--- config.mk ---
export PLATFORM = sky130hd
export DESIGN_NAME = valid_move_scanner
export DESIGN_NICKNAME = d
export VERILOG_FILES = /design/src/rtl/trax_pkg.sv /design/src/rtl/valid_move_rule.sv /design/src/rtl/valid_move_scanner.sv
export SDC_FILE = /design/constraint.sdc
export NUM_CORES = 1
export LEC_CHECK = 0
export ABC_AREA = 0
export BUFFER_PORTS_ARGS = -buffer_cell sky130_fd_sc_hd__buf_4
export CAP_MARGIN = 20
export CORE_UTILIZATION = 34
export CTS_BUF_LIST = sky130_fd_sc_hd__clkbuf_8
export DETAILED_ROUTE_END_ITERATION = 8
export SYNTH_ARGS = -nofsm -noshare
export SYNTH_HDL_FRONTEND = slang
export SYNTH_SLANG_ARGS = --single-unit
--- constraint.sdc ---
create_clock -name clk -period 4 [get_ports clk]
set_input_delay 0.4 -clock clk [delete_from_list [all_inputs] [get_ports clk]]
set_output_delay 0.4 -clock clk [all_outputs]
set_load 0.05 [all_outputs]
--- src/rtl/trax_pkg.sv ---
// Shared Trax types and constants: cell/tile encodings, move word layout,
// board size defaults and the scanner state encoding.
package trax_pkg;

  localparam int TRAX_MAX_ROW = 50;
  localparam int TRAX_MAX_COL = 50;
  localparam int TRAX_COORD_W = 10;

  localparam logic [2:0] CELL_EMPTY = 3'b000;

  localparam logic [1:0] TILE_NONE   = 2'b00;
  localparam logic [1:0] TILE_PLUS   = 2'b01;
  localparam logic [1:0] TILE_SLASH  = 2'b10;
  localparam logic [1:0] TILE_BSLASH = 2'b11;

  // One entry of the move list, MSB first: tile, column, row.
  typedef struct packed {
    logic [1:0]              tile;
    logic [TRAX_COORD_W-1:0] col;
    logic [TRAX_COORD_W-1:0] row;
  } move_t;

  typedef enum logic [3:0] {
    ST_IDLE,
    ST_RD_CTR,
    ST_RD_UP,
    ST_RD_DN,
    ST_RD_LF,
    ST_RD_RT,
    ST_EVAL,
    ST_EMIT,
    ST_NEXT,
    ST_DONE
  } scan_state_t;

endpackage

--- src/rtl/valid_move_rule.sv ---
// Neighbour-adjacency rule for one empty cell: maps the occupied-neighbour
// mask {up, right, down, left} to the candidate tiles in emit order.
module valid_move_rule
  import trax_pkg::*;
(
  input  logic [3:0] mask,
  output logic [1:0] cnt,
  output logic [1:0] tile0,
  output logic [1:0] tile1,
  output logic [1:0] tile2
);

  // Decode the mask; anything other than one or two neighbours yields no move.
  always_comb begin
    cnt   = 2'd0;
    tile0 = TILE_NONE;
    tile1 = TILE_NONE;
    tile2 = TILE_NONE;
    case (mask)
      4'b1000, 4'b0100, 4'b0010, 4'b0001: begin
        cnt = 2'd3; tile0 = TILE_PLUS; tile1 = TILE_SLASH; tile2 = TILE_BSLASH;
      end
      4'b1100: begin cnt = 2'd2; tile0 = TILE_PLUS;   tile1 = TILE_SLASH;  end
      4'b1010: begin cnt = 2'd2; tile0 = TILE_BSLASH; tile1 = TILE_SLASH;  end
      4'b1001: begin cnt = 2'd2; tile0 = TILE_PLUS;   tile1 = TILE_BSLASH; end
      4'b0110: begin cnt = 2'd2; tile0 = TILE_PLUS;   tile1 = TILE_BSLASH; end
      4'b0101: begin cnt = 2'd2; tile0 = TILE_BSLASH; tile1 = TILE_SLASH;  end
      4'b0011: begin cnt = 2'd2; tile0 = TILE_PLUS;   tile1 = TILE_SLASH;  end
      default: ;
    endcase
  end

endmodule

--- src/rtl/valid_move_scanner.sv ---
// Sequential valid-move scanner: walks the board through a 1-cycle-latency
// read port and writes every legal move into the move-list RAM.
// Optional region-of-interest scan is enabled by defining VALID_MOVE_ROI_EN.
module valid_move_scanner
  import trax_pkg::*;
#(
  parameter int MAX_ROW   = TRAX_MAX_ROW,
  parameter int MAX_COL   = TRAX_MAX_COL,
  parameter int COORD_W   = TRAX_COORD_W,
  parameter int MAX_MOVES = 203,
  parameter int K_W       = 8
) (
  input  logic                   clk,
  input  logic                   rst_n,
  input  logic                   start,
  input  logic [COORD_W-1:0]     m,
  input  logic [COORD_W-1:0]     n,
`ifdef VALID_MOVE_ROI_EN
  input  logic [COORD_W-1:0]     roi_r0,
  input  logic [COORD_W-1:0]     roi_r1,
  input  logic [COORD_W-1:0]     roi_c0,
  input  logic [COORD_W-1:0]     roi_c1,
`endif
  output logic                   rd_en,
  output logic [COORD_W-1:0]     rd_row,
  output logic [COORD_W-1:0]     rd_col,
  input  logic [2:0]             rd_data,
  output logic                   mv_we,
  output logic [K_W-1:0]         mv_addr,
  output logic [2+2*COORD_W-1:0] mv_data,
  output logic [K_W-1:0]         k,
  output logic                   busy,
  output logic                   done,
  output logic                   overflow
);

  localparam logic [COORD_W-1:0] ONE       = COORD_W'(1);
  localparam logic [COORD_W-1:0] MAX_ROW_C = COORD_W'(MAX_ROW);
  localparam logic [COORD_W-1:0] MAX_COL_C = COORD_W'(MAX_COL);
  localparam logic [K_W-1:0]     K_MAX     = K_W'(MAX_MOVES);
  localparam logic [K_W-1:0]     K_ONE     = K_W'(1);

  scan_state_t              state_reg;
  logic [COORD_W-1:0]       nn_reg, mm_reg, r_reg, c_reg;
  logic [COORD_W-1:0]       r_hi_reg, c_lo_reg, c_hi_reg;
  logic [K_W-1:0]           k_reg, mv_addr_reg;
  logic                     overflow_reg, busy_reg, done_reg, rd_en_reg, mv_we_reg;
  logic [COORD_W-1:0]       rd_row_reg, rd_col_reg;
  logic [2+2*COORD_W-1:0]   mv_data_reg;
  logic                     up_reg, dn_reg, lf_reg;
  logic [1:0]               cnt_reg, emit_idx_reg;
  logic [3:0][1:0]          tiles_reg;

  logic [COORD_W-1:0] nn_in, mm_in, r_lo, r_hi, c_lo, c_hi;
  logic               scan_empty;
  logic               up_ok, dn_ok, lf_ok, rt_ok, cell_hit;
  logic               col_wrap, last_cell;
  logic [COORD_W-1:0] nr, nc;
  logic [1:0]         rule_cnt, rule_t0, rule_t1, rule_t2;

  // Scan bounds for a new start: board clipped to the supported size, then to the ROI.
  always_comb begin
    nn_in = (n > MAX_ROW_C) ? MAX_ROW_C : n;
    mm_in = (m > MAX_COL_C) ? MAX_COL_C : m;
`ifdef VALID_MOVE_ROI_EN
    r_lo = roi_r0;
    c_lo = roi_c0;
    r_hi = (roi_r1 < nn_in - ONE) ? roi_r1 : nn_in - ONE;
    c_hi = (roi_c1 < mm_in - ONE) ? roi_c1 : mm_in - ONE;
    scan_empty = (nn_in == '0) || (mm_in == '0) || (r_lo > r_hi) || (c_lo > c_hi);
`else
    r_lo = '0;
    c_lo = '0;
    r_hi = nn_in - ONE;
    c_hi = mm_in - ONE;
    scan_empty = (nn_in == '0) || (mm_in == '0);
`endif
  end

  // Board-edge tests always use the full board, never the ROI.
  assign up_ok    = (r_reg != '0);
  assign dn_ok    = (r_reg != nn_reg - ONE);
  assign lf_ok    = (c_reg != '0);
  assign rt_ok    = (c_reg != mm_reg - ONE);
  assign cell_hit = (rd_data != CELL_EMPTY);

  assign col_wrap  = (c_reg == c_hi_reg);
  assign last_cell = col_wrap && (r_reg == r_hi_reg);
  assign nr        = col_wrap ? r_reg + ONE : r_reg;
  assign nc        = col_wrap ? c_lo_reg : c_reg + ONE;

  // Right-neighbour data arrives in EVAL, so it feeds the rule directly.
  valid_move_rule u_rule (
    .mask  ({up_reg, rt_ok & cell_hit, dn_reg, lf_reg}),
    .cnt   (rule_cnt),
    .tile0 (rule_t0),
    .tile1 (rule_t1),
    .tile2 (rule_t2)
  );

  // Scan FSM with all bus outputs registered; one cell visited per pass.
  always_ff @(posedge clk) begin
    if (!rst_n) begin
      state_reg    <= ST_IDLE;
      nn_reg       <= '0;
      mm_reg       <= '0;
      r_reg        <= '0;
      c_reg        <= '0;
      r_hi_reg     <= '0;
      c_lo_reg     <= '0;
      c_hi_reg     <= '0;
      k_reg        <= '0;
      overflow_reg <= 1'b0;
      busy_reg     <= 1'b0;
      done_reg     <= 1'b0;
      rd_en_reg    <= 1'b0;
      rd_row_reg   <= '0;
      rd_col_reg   <= '0;
      mv_we_reg    <= 1'b0;
      mv_addr_reg  <= '0;
      mv_data_reg  <= '0;
      up_reg       <= 1'b0;
      dn_reg       <= 1'b0;
      lf_reg       <= 1'b0;
      cnt_reg      <= '0;
      emit_idx_reg <= '0;
      tiles_reg    <= '0;
    end else begin
      done_reg  <= 1'b0;
      rd_en_reg <= 1'b0;
      mv_we_reg <= 1'b0;
      case (state_reg)
        ST_IDLE: begin
          if (start) begin
            nn_reg       <= nn_in;
            mm_reg       <= mm_in;
            r_hi_reg     <= r_hi;
            c_lo_reg     <= c_lo;
            c_hi_reg     <= c_hi;
            r_reg        <= r_lo;
            c_reg        <= c_lo;
            k_reg        <= '0;
            overflow_reg <= 1'b0;
            if (scan_empty) begin
              state_reg <= ST_DONE;
              done_reg  <= 1'b1;
              busy_reg  <= 1'b0;
            end else begin
              state_reg  <= ST_RD_CTR;
              busy_reg   <= 1'b1;
              rd_en_reg  <= 1'b1;
              rd_row_reg <= r_lo;
              rd_col_reg <= c_lo;
            end
          end
        end
        ST_RD_CTR: begin
          state_reg  <= ST_RD_UP;
          rd_en_reg  <= up_ok;
          rd_row_reg <= up_ok ? r_reg - ONE : r_reg;
          rd_col_reg <= c_reg;
        end
        ST_RD_UP: begin
          if (cell_hit) begin
            state_reg <= ST_NEXT;
          end else begin
            state_reg  <= ST_RD_DN;
            rd_en_reg  <= dn_ok;
            rd_row_reg <= dn_ok ? r_reg + ONE : r_reg;
          end
        end
        ST_RD_DN: begin
          up_reg     <= up_ok & cell_hit;
          state_reg  <= ST_RD_LF;
          rd_en_reg  <= lf_ok;
          rd_row_reg <= r_reg;
          rd_col_reg <= lf_ok ? c_reg - ONE : c_reg;
        end
        ST_RD_LF: begin
          dn_reg     <= dn_ok & cell_hit;
          state_reg  <= ST_RD_RT;
          rd_en_reg  <= rt_ok;
          rd_col_reg <= rt_ok ? c_reg + ONE : c_reg;
        end
        ST_RD_RT: begin
          lf_reg     <= lf_ok & cell_hit;
          rd_col_reg <= c_reg;
          state_reg  <= ST_EVAL;
        end
        ST_EVAL: begin
          cnt_reg      <= rule_cnt;
          tiles_reg    <= {TILE_NONE, rule_t2, rule_t1, rule_t0};
          emit_idx_reg <= '0;
          state_reg    <= ST_EMIT;
        end
        ST_EMIT: begin
          if (emit_idx_reg < cnt_reg) begin
            if (k_reg == K_MAX) begin
              overflow_reg <= 1'b1;
              state_reg    <= ST_DONE;
              done_reg     <= 1'b1;
              busy_reg     <= 1'b0;
            end else begin
              mv_we_reg    <= 1'b1;
              mv_addr_reg  <= k_reg;
              mv_data_reg  <= {tiles_reg[emit_idx_reg], c_reg, r_reg};
              k_reg        <= k_reg + K_ONE;
              emit_idx_reg <= emit_idx_reg + 2'd1;
            end
          end else begin
            state_reg <= ST_NEXT;
          end
        end
        ST_NEXT: begin
          if (last_cell) begin
            state_reg <= ST_DONE;
            done_reg  <= 1'b1;
            busy_reg  <= 1'b0;
          end else begin
            r_reg      <= nr;
            c_reg      <= nc;
            state_reg  <= ST_RD_CTR;
            rd_en_reg  <= 1'b1;
            rd_row_reg <= nr;
            rd_col_reg <= nc;
          end
        end
        ST_DONE:  state_reg <= ST_IDLE;
        default:  state_reg <= ST_IDLE;
      endcase
    end
  end

  // The up-neighbour read shares its cycle with the centre data; an occupied
  // centre must not produce any neighbour read, so that one strobe is gated here.
  assign rd_en    = rd_en_reg & ~((state_reg == ST_RD_UP) & cell_hit);
  assign rd_row   = rd_row_reg;
  assign rd_col   = rd_col_reg;
  assign mv_we    = mv_we_reg;
  assign mv_addr  = mv_addr_reg;
  assign mv_data  = mv_data_reg;
  assign k        = k_reg;
  assign busy     = busy_reg;
  assign done     = done_reg;
  assign overflow = overflow_reg;

endmodule

* Word-level counts from Yosys, hierarchy flattened
Cells that the tools add are included.
** Storage, ports and cells
- Word-level logic and storage cells :: 170
- Bits in registers :: 140
- Output and inout bits :: 63
- Input port bits :: 26
** Operators by class
- Reduce and logical (&&, ||, !) cells :: 32
- Bitwise logic cells :: 8
- Equality and inequality tests :: 32
- $add $sub $neg :: 10
- Mux-type cells :: 59
- Order comparisons :: 4
** Operators with widths (count)
- two-way mux 10 bit :: 14
- one-hot mux 10 bit (5 select lines) :: 2
- subtractor 10 x 1 -> 10 bit, second input constant :: 6
- one-hot mux 10 bit (2 select lines) :: 2
- one-hot mux 4 bit (9 select lines) :: 1
- == test 4 x 3 -> 1 bit, second input constant :: 7
- two-way mux 4 bit :: 6
- two-way mux 8 bit :: 3
- adder 10 x 1 -> 10 bit, second input constant :: 2
- == test 10 bit :: 2
- == test 4 bit, second input constant :: 5
- greater-than comparator 10 x 6 -> 1 bit, second input constant :: 2
- zero test 10 bit :: 2
- != test 10 bit :: 2
- nonzero test 10 bit :: 2
- two-way mux 1 bit :: 17
- == test 4 x 2 -> 1 bit, second input constant :: 4
- != test 2 bit, second input constant :: 8
- one-hot mux 2 bit (2 select lines) :: 4
- one-hot mux 8 bit (2 select lines) :: 1
- OR reduction 8 bit :: 2
- AND reduction 3 bit :: 4
- AND reduction 4 bit :: 3
- AND reduction 5 bit :: 2
- other kinds (24) :: 42

* Logic depth before layout (Yosys ltp)
Gate-level depths: netlist (run 1).
- Word-level depth :: 7
- Gate-level depth with buffers :: 10
- Mapped depth without buffers :: 10

* Cells and area by module
A second synthesis (run 1) with hierarchy kept.
** Second synthesis, totals
- Cell total of the unflattened synthesis :: 1095
- Area total of the unflattened synthesis :: 8261.7 sq um
** By module, submodules not included
- valid_move_scanner :: times used 1, sequential area each 2802.7 sq um, area an instance 8109.0 sq um, cells each 1074
- valid_move_rule :: times used 1, sequential area each 0.0 sq um, area an instance 152.6 sq um, cells each 21

* Worst setup path before layout (run 1)
OpenSTA, ideal clock, no wires.
- Path type :: input to register
- From :: in n[9]
- To :: reg rd_row_reg[4], in the netlist rd_row[4]
- Library setup time :: 0.122 ns
- Stages :: 9
- Data arrival time :: 2.820 ns
- Slack :: 1.058 ns
- Required time :: 3.878 ns
- Path buffers :: 1
- Path through :: or4_1 > clkbuf_1 > a31oi_1 > nand2_1 > ha_1 > a32o_1 > a32oi_1 > a21oi_2 > a221o_1
** Between the ends
- Cells in the longest elaborated chain, start to end :: 6
** Ends and longest elaborated chain
- from (decl) :: line valid_move_scanner.sv:17 : input logic [COORD_W-1:0] n,
- greater-than comparator 10 x 6 -> 1 bit :: line valid_move_scanner.sv:63 : nn_in = (n > MAX_ROW_C) ? MAX_ROW_C : n;
- two-way mux 10 bit (*) :: line valid_move_scanner.sv:63
- zero test 10 bit (*) :: line valid_move_scanner.sv:76 : scan_empty = (nn_in == '0) || (mm_in == '0);
- logical OR 1 bit (*) :: line valid_move_scanner.sv:76
- != test 2 bit (no source line) (*)
- AND reduction 5 bit (no source line) (*)
- to (signal assigned) :: line valid_move_scanner.sv:152 : rd_row_reg <= r_lo;
- to (signal assigned) :: line valid_move_scanner.sv:160 : rd_row_reg <= up_ok ? r_reg - ONE : r_reg;
- to (signal assigned) :: line valid_move_scanner.sv:169 : rd_row_reg <= dn_ok ? r_reg + ONE : r_reg;
- to (decl) :: line valid_move_scanner.sv:48 : logic [COORD_W-1:0] rd_row_reg, rd_col_reg;
Mark *: on every way between the ends. The rest lies on a longest branch, timed or not.
A chain may end at the register's enable or synchronous reset.

* Final worst setup path (run 1)
- From :: in n[9]
- To :: reg rd_row_reg[0], in the netlist rd_row[0]
Same word-level chain as after synthesis.

==> results of run 1 <==
-- area by class of cell --
type | instances | area, um^2 | share of cell area
Clock buffer | 20 | 275 | 0.0286
Clock inverter | 12 | 170 | 0.0177
Inverter | 16 | 60.1 | 0.00625
Multi-Input combinational cell | 829 | 5040 | 0.524
Sequential cell | 139 | 2780 | 0.290
Tap cell | 319 | 399 | 0.0415
Timing Repair Buffer | 118 | 886 | 0.0922
-- synthesized netlist by cell type (9+ instances only) --
master and instances:
or3_1 22, o211ai_1 9, nand4_1 13, a22oi_1 9
nand2_1 139, and2_1 9, xor2_1 26, a21oi_1 101
dfxtp_1 139, nor4_1 13, a31oi_1 15, inv_1 15
nor3_1 36, nor3b_1 10, nand2b_1 11, ha_1 12
and3_1 21, clkbuf_1 69, o21ai_0 47, nand3_1 32
a211oi_1 18, nor2_1 100, xnor2_1 40
-- path summary, 6_finish.rpt --
check / end
min reg2reg: mv_data[3]
min: c_hi_reg[5]
max: rd_row[0]
max reg2reg: rd_col[9]
-- layer usage --
layer | up-vias | GRT usage | wire length (um)
met2 | 255 | 0.341 | 11800
li1 | 3966 | - | -
met3 | 41 | 0.0385 | 1570
met1 | 3818 | 0.278 | 11400
met4 | 0 | 0.0754 | 509
met5 | - | 0 | 0
-- power breakdown --
part	internal, mW	switching, mW
logic	0.127	0.248
clock network	0.726	0.572
registers	1.41	0.0280
total	2.26	0.848
-- placed cells by master (no fill, tap or decap), drive strengths merged, types with 13 or more instances in the layout --
cell	synthesis	routed
clkbuf	69	20
xor2	26	26
o21ai	59	59
buf	11	118
and3	21	21
nand3	32	32
nor4	16	16
nand4	13	13
nor3	36	36
a211oi	18	18
a31oi	15	15
or3	23	23
xnor2	40	40
inv	15	18
dfxtp	139	139
a21oi	103	103
nand2	139	139
nor2	101	101
-- worst reg2reg max path: stages, from the launching register on --
cell and delay, ps:
dfxtp_1 670, nor4b_1 480, o31a_1 900, nor3_1 290, a311oi_1 380, a211oi_1 90, o22ai_1 160
-- cell families after synthesis --
| logic type | Yosys count | share of synthesized area |
|---|---|---|
| fa+ha+maj | 12 | 0.0183 |
| mux | 8 | 0.00992 |
| buf+inv | 96 | 0.0459 |
| xor+xnor | 66 | 0.0705 |
| compound gates | 293 | 0.241 |
| simple gates | 450 | 0.275 |
| flops | 139 | 0.339 |
==> metrics.txt, run 1 <==
status=finished clean; hold path depth=3; Worst VDD drop=0.192 mV; RR Startpoint=state_reg[3]; CTS tree=built; Final Cell Area=9610 um^2; area fraction of the dominant cell type after synthesis=0.339; CTS hold repair buffers=0; Max stage delay on crit path=630 ps; WP data arrival=3490 ps; Die Wd=157 um; 1st-iter DRT viols=675; Worst R2R Path Depth=6; setup TNS=0 ps; row cnt=56; power per cell area=323 nW/um^2; Crit Path Class=input pin to register; WP data required=4410 ps; grt ovf=0; Initial Util=0.348; hold_sp=m[6]; sequential share of the synthesized area=0.339; count of final setup violators=0; fin crit share=0.770; Hold WS=242 ps; largest net degree at the start of global routing=51; CP most frequent cell=nand2_1; CP startpoint=n[9]; Async SR Flop Fraction=0; routability cong.=0.945; drt drc=0; total CTS buffers=17; warnings from Yosys=0; Post-CTS Resized=0; Synth area leaders=dfxtp_1, nand2_1, a21oi_1; Vias/cell=5.56; flop2flop setup slack=970 ps; port bufs=88; worst min path class=input pin to register; post-synth top area cell=dfxtp_1; cell count after synthesis=1,064; clock sink total=139; post-synthesis cell area=8200 um^2; Overall Global Routing Usage=0.211; FMAX=324 MHz; Root Buffer=clkbuf_8; Largest register FFs=22; H-tree Lvls=4; Critical Path Fanout Max=7; fin util=0.408; synthesized area per cell=7.70 um^2; Worst Setup End Kind=register; Worst Skew=15.7 ps; synth unique cells=82; ys flop type=dfxtp_1; setup repair bufs after CTS=0; Max-Slew Margin vs Limit=0.320; crit path buf inv count=1; vias in the first global route=7,476; final worst setup slack=918 ps; Detail Placement HPWL=18.1 mm; startpoint class of the critical path=input pin; Seq cells post-synth=139; DIE AREA=24,700 um^2; Tot Pwr=3.11 mW; syn nets=1,102; post-route ant nets=0; Vias=8,080; share of post-route cells with drive strength above 1=0.163; fin nets=1,159; Place WS=491 ps; Die H=157 um; number of antenna diodes=0; Final min period=3080 ps; Fin. Hold Viols=0; Cell Chain, Critical Path=buf_4, or4_1, a31oi_1, nand2_1, ha_1, a32o_1, a32oi_1, nand2_1, a311o_1, nand2_1; MaxCap Viol Count=0; LEAKAGE=3.49 nW; EDFF count, synth=0; DR WL/cell=17.4 um; drt first pass iters=5; wirelength, routed=25.3 mm; final slew viol count=0; Top delay family on crit path=compound AO/OA/AOI/OAI gates; clock slew at reported path FFs=90 ps; IO Count=89; first-pass GRT wire length=40.5 mm; final instance count without filler cells=1,453; fill count=2,514; Max Root-Sink Buffers=2; CP Depth=10; P&R area growth vs syn=17.2%; Worst-Margin Slew=1020 ps; RSZ-0062 raised after global routing=no; slowest stage cell on the critical path=or4_1; placed cells=1,421; Placed Area=9170 um^2; initial antenna violation count=0; core area=23,500 um^2; Clk Latency, worst-skew pair=460 ps
Power figures use the tool's default switching activity.
==> inputs of run 2 (changes only) <==
clock period = 2.94 ns   (was 4 ns; I/O delays follow)
==> metrics.txt, run 2 (synthesis gave the netlist of run 1 again) <==
Tot Pwr=4.38 mW; area of the multi-input gates=5060 um^2; P&R area growth vs syn=22.4%; final worst setup slack=243 ps; placed cells=1,470; Final Cell Area=10,000 um^2; Clock power frac=0.429; CTS tree=built; IO Count=89; sequential power share=0.446; DIE AREA=24,700 um^2; Comb power frac=0.125; Cell Chain, Critical Path=or4_4, xnor2_1, a32oi_1, or3_1, o21ai_2, or4b_1, a31oi_1; Worst Skew=13.8 ps; Place WS=-12.4 ps; sw power=1.17 mW; fin crit share=0.917; Sw Ratio=0.266; Fin. Hold Viols=0; Detail Placement HPWL=19.1 mm; 1st-iter DRT viols=676; share of post-route cells with drive strength above 1=0.199; Critical Path Fanout Max=6; drt first pass iters=6; Max-Slew Margin vs Limit=0.489; final slew viol count=0; worst min path class=input pin to register; total CTS buffers=17; power per cell area=436 nW/um^2; wirelength, routed=25.6 mm; routability cong.=0.922; MaxCap Viol Count=0; Initial Util=0.348; first-pass GRT wire length=41.5 mm; Pint=3.21 mW; Hold WS=134 ps; core area=23,500 um^2; clock sink total=139; Worst VDD drop=0.240 mV; crit path buf inv count=0; drt drc=0; WP data arrival=3080 ps; Worst-Margin Slew=760 ps; Final min period=2700 ps; setup repair bufs after CTS=0; number of antenna diodes=0; register area=2780 um^2; Max Root-Sink Buffers=2; grt ovf=0; LEAKAGE=3.73 nW; Crit Path Class=register to register; startpoint class of the critical path=register; most frequent cells in the layout=buf_4, nand2_1, dfxtp_1; Die H=157 um; DR WL/cell=17.0 um; setup TNS=0 ps; status=finished clean; final instance count without filler cells=1,502; fin util=0.426; Worst Setup End Kind=register; Vias=8,256; Placed Area=9530 um^2; initial antenna violation count=0; H-tree Lvls=4; port bufs=88; slowest stage cell on the critical path=or4_4; WP data required=3320 ps; fin nets=1,208; Die Wd=157 um; post-route ant nets=0; vias in the first global route=7,681; Max stage delay on crit path=590 ps; row cnt=56; Largest register FFs=22; Top delay family on crit path=simple AND/OR/NAND/NOR gates; largest net degree at the start of global routing=47; Clk Latency, worst-skew pair=460 ps; most common cell after layout, fill and taps aside=buf_4; count of final setup violators=0; Overall Global Routing Usage=0.215; clock slew at reported path FFs=90 ps; FMAX=371 MHz; Root Buffer=clkbuf_8; RSZ-0062 raised after global routing=no; Vias/cell=5.50; fill count=2,455
## run 2: changes by cell type in the layout (fill, tap and decap cells not counted), moves of 2 or more
cell / before / now
buf_4: 118 / 167
bufinv_16: 4 / 6
clkbuf_8: 20 / 17
clkinv_2: 2 / 0
clkinvlp_4: 2 / 5
## run 2: layout make-up
type	count	area share
Inverter	16	0.00599
Timing Repair Buffer	167	0.125
Tap cell	319	0.0398
Multi-Input combinational cell	829	0.504
Clock buffer	17	0.0233
Clock inverter	15	0.0247
Sequential cell	139	0.277
## run 2: final timing paths
| kind | startpoint | end | slack (ps) | depth (start not counted) |
|---|---|---|---|---|
| hold / removal | m[6] | c_hi_reg[5] | 130 | 3 |
| hold reg to reg | mv_data[4] | mv_data[4] | 460 | 2 |
| setup reg to reg | mm_reg[0] | tiles_reg[2] | 240 | 7 |
| setup / recovery | mm_reg[0] | tiles_reg[2] | 240 | 7 |
## run 2: power by group through the flow
stage	Clock [mW]	Combinational (mW)	Sequential, mW
floorplan	0	0.341	1.99
global placement	0	0.535	1.99
detailed placement	0	0.540	1.99
CTS	1.92	0.541	1.95
global route	2.00	0.597	1.96
finish	1.88	0.547	1.95
## run 2: per-layer routing
| layer | GRT usage | vias to the layer above | share of wire | wire (um) |
|---|---|---|---|---|
| li1 | - | 4065 | - | - |
| met4 | 0.0740 | 0 | 0.021 | 550 |
| met1 | 0.290 | 3902 | 0.45 | 11600 |
| met5 | 0 | - | 0 | 0 |
| met3 | 0.0361 | 45 | 0.056 | 1440 |
| met2 | 0.345 | 244 | 0.47 | 12000 |
## run 2: repair_timing
action | CTS | global route
hold buffers | 0 | 0
endpoints found under the setup margin | 0 | 5
gates resized for setup | 0 | 3
## run 2: worst min-delay path, delay by kind of cell
| kind | cells | cell delay, ps |
|---|---|---|
| compound gates | 1 | 130 |
| buf+inv | 1 | 80 |
| simple gates | 1 | 60 |
